## config.mk

```make
export PLATFORM = sky130hd
export DESIGN_NAME = regfile_write_arbiter
export DESIGN_NICKNAME = d
export VERILOG_FILES = /design/src/rtl/regfile_write_arbiter.sv
export SDC_FILE = /design/constraint.sdc
export NUM_CORES = 1
export LEC_CHECK = 0
export CAP_MARGIN = 10
export CORE_ASPECT_RATIO = 1.75
export CORE_MARGIN = 2
export CORE_UTILIZATION = 30
export DETAILED_ROUTE_END_ITERATION = 10
export HOLD_SLACK_MARGIN = 0.06
export MAX_ROUTING_LAYER = met4
export PLACE_DENSITY = 0.51
export SYNTH_ARGS = -nofsm -noshare
export SYNTH_HDL_FRONTEND = slang
export SYNTH_SLANG_ARGS = --single-unit
```

## constraint.sdc

```tcl
create_clock -name clk -period 2 [get_ports clk]
set_input_delay 0.4 -clock clk [delete_from_list [all_inputs] [get_ports clk]]
set_output_delay 0.4 -clock clk [all_outputs]
set_load 0.1 [all_outputs]
```

## src/rtl/regfile_write_arbiter.sv

```systemverilog
`default_nettype none
// ============================================================================
// Module   : regfile_write_arbiter
// Purpose  : Merges pipeline writeback and a buffered long-latency source onto
//            the single register-file write port, with starvation stall.
// Revision : 1.0 - initial release
// ============================================================================
module regfile_write_arbiter #(
  parameter int DEPTH        = 4,
  parameter int STARVE_LIMIT = 8
) (
  input  logic                     clk,
  input  logic                     rst_n,
  input  logic                     i_pipe_write,
  input  logic [4:0]               i_pipe_reg,
  input  logic [31:0]              i_pipe_data,
  input  logic                     i_aux_valid,
  input  logic [4:0]               i_aux_reg,
  input  logic [31:0]              i_aux_data,
  output logic                     o_aux_ready,
  input  logic [4:0]               i_query_reg,
  output logic                     o_query_hit,
  output logic                     o_stall,
  output logic [$clog2(DEPTH):0]   o_aux_count,
  output logic                     o_reg_write,
  output logic [4:0]               o_write_reg,
  output logic [31:0]              o_write_data
);

  localparam int                c_PW        = $clog2(DEPTH);
  localparam int                c_CW        = c_PW + 1;
  localparam logic [c_CW-1:0]   c_DEPTH_CNT = c_CW'(DEPTH);
  localparam logic [7:0]        c_LIMIT     = 8'(STARVE_LIMIT);

  logic [4:0]       r_mem_reg  [DEPTH];
  logic [31:0]      r_mem_data [DEPTH];
  logic [DEPTH-1:0] r_vld;
  logic [c_PW-1:0]  r_wr_ptr;
  logic [c_PW-1:0]  r_rd_ptr;
  logic [c_CW-1:0]  r_count;
  logic [7:0]       r_starve;
  logic             r_stall;
  logic             r_init;
  logic             r_reg_write;
  logic [4:0]       r_write_reg;
  logic [31:0]      r_write_data;

  logic             w_pipe_eff;
  logic             w_push;
  logic             w_pop;
  logic [DEPTH-1:0] w_vld_nxt;
  logic [7:0]       w_starve_nxt;
  logic             w_query_hit;

  // r_init keeps the aux port closed until the first edge after reset release
  assign o_aux_ready = r_init && (r_count < c_DEPTH_CNT);
  assign w_pipe_eff  = i_pipe_write && (i_pipe_reg != 5'd0);
  assign w_push      = i_aux_valid && o_aux_ready && (i_aux_reg != 5'd0);
  assign w_pop       = !w_pipe_eff && (r_count != '0);

  always_comb begin
    w_vld_nxt = r_vld;
    if (w_pop)  w_vld_nxt[r_rd_ptr] = 1'b0;
    if (w_push) w_vld_nxt[r_wr_ptr] = 1'b1;
  end

  always_comb begin
    w_starve_nxt = r_starve;
    if (w_pop || (r_count == '0))
      w_starve_nxt = 8'd0;
    else if (w_pipe_eff && (r_starve != c_LIMIT))
      w_starve_nxt = r_starve + 8'd1;
  end

  always_comb begin
    w_query_hit = 1'b0;
    for (int i = 0; i < DEPTH; i++) begin
      if (r_vld[i] && (r_mem_reg[i] == i_query_reg))
        w_query_hit = 1'b1;
    end
  end

  assign o_query_hit = w_query_hit && (i_query_reg != 5'd0);

  always_ff @(posedge clk or negedge rst_n) begin
    if (!rst_n) begin
      for (int i = 0; i < DEPTH; i++) begin
        r_mem_reg[i]  <= 5'd0;
        r_mem_data[i] <= 32'd0;
      end
      r_vld        <= '0;
      r_wr_ptr     <= '0;
      r_rd_ptr     <= '0;
      r_count      <= '0;
      r_starve     <= 8'd0;
      r_stall      <= 1'b0;
      r_init       <= 1'b0;
      r_reg_write  <= 1'b0;
      r_write_reg  <= 5'd0;
      r_write_data <= 32'd0;
    end else begin
      r_init <= 1'b1;
      if (w_push) begin
        r_mem_reg[r_wr_ptr]  <= i_aux_reg;
        r_mem_data[r_wr_ptr] <= i_aux_data;
        r_wr_ptr             <= r_wr_ptr + 1'b1;
      end
      if (w_pop)
        r_rd_ptr <= r_rd_ptr + 1'b1;
      r_vld    <= w_vld_nxt;
      r_count  <= r_count + c_CW'(w_push) - c_CW'(w_pop);
      r_starve <= w_starve_nxt;
      r_stall  <= (w_starve_nxt == c_LIMIT);

      // Primary always wins; the FIFO only drains into idle pipeline slots
      if (w_pipe_eff) begin
        r_reg_write  <= 1'b1;
        r_write_reg  <= i_pipe_reg;
        r_write_data <= i_pipe_data;
      end else if (w_pop) begin
        r_reg_write  <= 1'b1;
        r_write_reg  <= r_mem_reg[r_rd_ptr];
        r_write_data <= r_mem_data[r_rd_ptr];
      end else begin
        r_reg_write  <= 1'b0;
      end
    end
  end

  assign o_stall      = r_stall;
  assign o_aux_count  = r_count;
  assign o_reg_write  = r_reg_write;
  assign o_write_reg  = r_write_reg;
  assign o_write_data = r_write_data;

endmodule
`default_nettype wire

```

==> results of run 1 <==
logic make-up after synthesis:
kind of cell	Yosys count
flops	207
mux	186
simple gates	171
buf+inv	55
compound gates	43
xor+xnor	32
fa+ha+maj	12
other cells	1
timing repair:
item / 4_1_cts / 5_1_grt
endpoints found under the setup margin: 29 / 62
buffers inserted: 3 / 4
hold buffers: 1 / 0
gates resized for setup: 17 / 31
pin swaps: 6 / 1
hold endpoints to repair: 36 / 0
cloned: 0 / 6
layout by cell type (no fill, tap or decap), types with 3 or more instances in the layout:
master	count
sky130_fd_sc_hd__inv_1	7
sky130_fd_sc_hd__clkdlybuf4s50_1	73
sky130_fd_sc_hd__clkinv_2	5
sky130_fd_sc_hd__buf_6	7
sky130_fd_sc_hd__a31oi_1	36
sky130_fd_sc_hd__buf_8	4
sky130_fd_sc_hd__clkbuf_16	26
sky130_fd_sc_hd__mux2_1	8
sky130_fd_sc_hd__ha_1	10
sky130_fd_sc_hd__nand3_1	9
sky130_fd_sc_hd__dfrtp_2	3
sky130_fd_sc_hd__mux4_2	37
sky130_fd_sc_hd__clkbuf_8	5
sky130_fd_sc_hd__nor2_1	47
sky130_fd_sc_hd__nor4_1	4
sky130_fd_sc_hd__nand2_1	87
sky130_fd_sc_hd__mux2_2	133
sky130_fd_sc_hd__clkbuf_1	3
sky130_fd_sc_hd__mux2_4	8
sky130_fd_sc_hd__dfrtp_1	203
sky130_fd_sc_hd__xnor2_1	10
sky130_fd_sc_hd__and3_1	3
sky130_fd_sc_hd__dlygate4sd2_1	8
sky130_fd_sc_hd__xor2_1	20
sky130_fd_sc_hd__buf_4	80
sky130_fd_sc_hd__buf_12	19
stage by stage:
stage	cell area (um^2)	hold WS (ns)	util	TNS, ns
2_1_floorplan	9470	0.104	-	-42.41
3_3_place_gp	11500	0.359	0.373	-83.04
3_5_place_dp	11500	0.359	0.373	-88.02
4_1_cts	12300	0.352	0.398	-0.566
5_1_grt	12600	0.394	0.408	-3.83
6_report	12600	0.386	0.408	-0.499
metal layers:
layer / part of all wire / routed length, um / up-vias / global-route usage
met1: 0.38 / 9510 / 3156 / 0.174
met4: 0.025 / 619 / 0 / 0.0504
met3: 0.033 / 828 / 36 / 0.0174
met2: 0.56 / 13900 / 108 / 0.285
met5: 0 / 0 / - / -
li1: - / - / 2837 / -
power by group through the flow:
stage | Clock [mW] | Sequential [mW] | Combinational (mW)
6_report | 4.04 | 7.30 | 10.2
5_1_grt | 4.36 | 7.56 | 10.9
4_1_cts | 4.20 | 7.31 | 10.1
3_5_place_dp | 0 | 7.37 | 9.98
3_3_place_gp | 0 | 7.33 | 9.89
2_1_floorplan | 0 | 9.93 | 4.47
area by class of cell:
cell class              instances  area [um^2]
clock buffers                  28          592
clock inverters                10          110
fillers                      2991        18300
inverters                       8         30.0
multi-input cells             445         4100
flip-flops and latches        207         5190
well taps                     391          489
repair buffers                198         2070
path summary, 6_finish.rpt:
path | start | to | slack [ns] | cells past startpoint
worst max-delay path | r_mem_reg[12] | o_query_hit | -0.38 | 7
worst min-delay path | rst_n | r_mem_data[6] | 0.39 | 2
worst max register to register | o_aux_count[2] | o_aux_count[2] | -0.09 | 10
worst min register to register | r_vld[0] | r_vld[0] | 0.49 | 2
max in group asynchronous | rst_n | r_mem_data[90] | 0.92 | 3
min in group clk | i_pipe_reg[3] | o_write_reg[3] | 0.39 | 3
==> results.rst, run 1 <==
.. list-table::
   :header-rows: 1

   * - Metric
     - Value
   * - Number of nets with antenna violations after detailed routing
     - 0
   * - H-tree lvl count
     - 1
   * - Final worst path period share
     - 1.19
   * - Global router's overall resource usage
     - 0.156
   * - Starting density of the core
     - 0.306
   * - Worst slew slack as a fraction of its limit
     - 0.601
   * - Count of flip-flops with a built-in enable after synthesis
     - 0
   * - Max reg flops
     - 128
   * - Total wire length after detailed routing
     - 24,900 um
   * - Leading register cell type out of synthesis
     - sky130_fd_sc_hd__dfrtp_1
   * - Clk root buf
     - sky130_fd_sc_hd__clkbuf_16
   * - Ordered cell list for the critical path
     - xor2_1, nor4_1, buf_4, nand3_2, nand4_1, o21a_4, buf_12
   * - Final weighted congestion of routability-driven global placement
     - 0.789
   * - Reported leakage power
     - 5.58 nW
   * - Die Wd
     - 138 um
   * - Wire per inst
     - 19.3 um
   * - Post-synthesis share of cell area spent on xor and xnor gates
     - 0.0297
   * - Crit path kind
     - flip-flop to output port
   * - Grt ovf
     - 0
   * - Net count of the mapped netlist
     - 802
   * - Clock network fraction of design power
     - 0.188
   * - Synth top area cells
     - sky130_fd_sc_hd__dfrtp_1, sky130_fd_sc_hd__mux2_2, sky130_fd_sc_hd__mux4_2, sky130_fd_sc_hd__nand2_1, sky130_fd_sc_hd__a31oi_1
   * - P_int
     - 12.8 mW
   * - Achievable clock frequency
     - 0.419 GHz
   * - Post-synth design cell area
     - 0.00942 mm^2
   * - Complex-gate fraction of the synthesized area
     - 0.0309
   * - Fin Clk Skew
     - 0.0115 ns
   * - Net load switching power
     - 8.74 mW
   * - Mux cell area share after synthesis
     - 0.266
   * - CTS tree
     - built
   * - Class of the tightest hold or removal check
     - primary input to asynchronous set/reset pin
   * - Seq cells post-synth
     - 207
   * - Number of maximum-capacitance violations
     - 0
   * - Setup-failing EPs final
     - 3
   * - CP delay by family, top
     - simple AND/OR/NAND/NOR gates
   * - Floorplan die height
     - 238 um
   * - Nets
     - 976
   * - Sequential share of power
     - 0.339
   * - First DRT Iteration DRCs
     - 231
   * - Average size of a mapped cell
     - 13.3 um^2
   * - Shortest clock period the worst path allows after layout
     - 2.38 ns
   * - Clock latency on the worst-skew pair
     - 0.51 ns
   * - Critical-path cell with the highest stage delay
     - sky130_fd_sc_hd__dfrtp_1
   * - Floorplan Core Area
     - 0.0308 mm^2
   * - Asr flop ratio synth
     - 1.00
   * - # rows
     - 85
   * - Switching part of the total power
     - 0.406
   * - Minimum setup slack in the final design
     - -0.385 ns
   * - Violated checks
     - setup timing
   * - Portion of the post-synthesis area used by sequential elements
     - 0.550
   * - Top cell type's share of synthesized area
     - 0.550
   * - Result of the run
     - complete, but fails checks
   * - Library cell with the largest summed area after synthesis
     - sky130_fd_sc_hd__dfrtp_1
   * - Pwr Density
     - 1710 mW/mm^2
   * - Via count of the first global-routing pass
     - 6,762
   * - Largest net degree at the start of global routing
     - 64
   * - Cell Count, Final, Fillers Out
     - 1,287
   * - Critical path's largest stage delay
     - 0.39 ns
   * - Final Hold Vio Count
     - 0
   * - Initial antenna violation count
     - 0
   * - Proportion of power drawn by combinational gates
     - 0.473
   * - Gate count of the mapped netlist
     - 707
   * - Synthesis warning total
     - 0
   * - Most used standard cell by instance count after synthesis
     - sky130_fd_sc_hd__dfrtp_1
   * - Most common library cells after synthesis
     - sky130_fd_sc_hd__dfrtp_1, sky130_fd_sc_hd__mux2_2, sky130_fd_sc_hd__nand2_1, sky130_fd_sc_hd__nor2_1, sky130_fd_sc_hd__mux4_2
   * - Fraction of final layout cells with drive strength greater than 1
     - 0.395
   * - Area share of fa/ha/maj cells after synthesis
     - 0.0167
   * - Element type at the critical path start
     - flip-flop
   * - VDD IR max
     - 1.15 mV
   * - Unique masters post-synth
     - 38
   * - Count of input and output buffers
     - 126
   * - Post-detail-place hpwl
     - 16,200 um
   * - Setup Slack @ Placement
     - -0.816 ns
   * - Count of inserted antenna diode cells
     - 0
   * - Number of clock sinks
     - 207
   * - Crit path arrival time
     - 1.98 ns
   * - Bufs on Longest Clock Path
     - 3
   * - Global-route wire length before repair
     - 38,000 um
   * - Number of placed instances with taps included
     - 1,236
   * - Io pins
     - 127
   * - CTS Buf Count
     - 21
   * - Count of unresolved DRC violations after routing
     - 0
   * - Transition at the pin with the smallest max-transition slack
     - 0.598 ns
   * - Detailed-route via count
     - 6,137
   * - Synthesized-area fraction occupied by and/or/nand/nor cells
     - 0.0761
   * - Req. time, crit path
     - 1.60 ns
   * - Critical-path maximum fanout
     - 2
   * - Max-slew violation total from the final report
     - 0
   * - Clock-pin slew on the worst setup and hold paths
     - 0.07 ns
   * - Routed vias/inst
     - 4.77
   * - Post-layout total power
     - 21.5 mW
   * - Detailed-routing iteration count for the pre-antenna-repair pass
     - 4
   * - Die Outline Area
     - 0.0329 mm^2
   * - Layout overhead on the synthesized area
     - 33.5%
   * - Unrepaired setup endpoints after global routing
     - yes
   * - Dominant combinational cell family by area after synthesis
     - multiplexers
   * - Element type at the critical path end
     - output port
   * - Crit path buf inv count
     - 2
No activity file was read; power rests on OpenSTA's default activity.
==> inputs of run 2 (changes only) <==
GPL_ROUTABILITY_DRIVEN = 0   (was not set)
==> results of run 2 <==
Same layout as run 1: the final DEF is identical, and so are final timing and power.
==> inputs of run 3 (changes only) <==
CTS_CLUSTER_SIZE = 24   (was not set)
==> results of run 3 <==
Same layout as run 1: the final DEF is identical, and so are final timing and power.
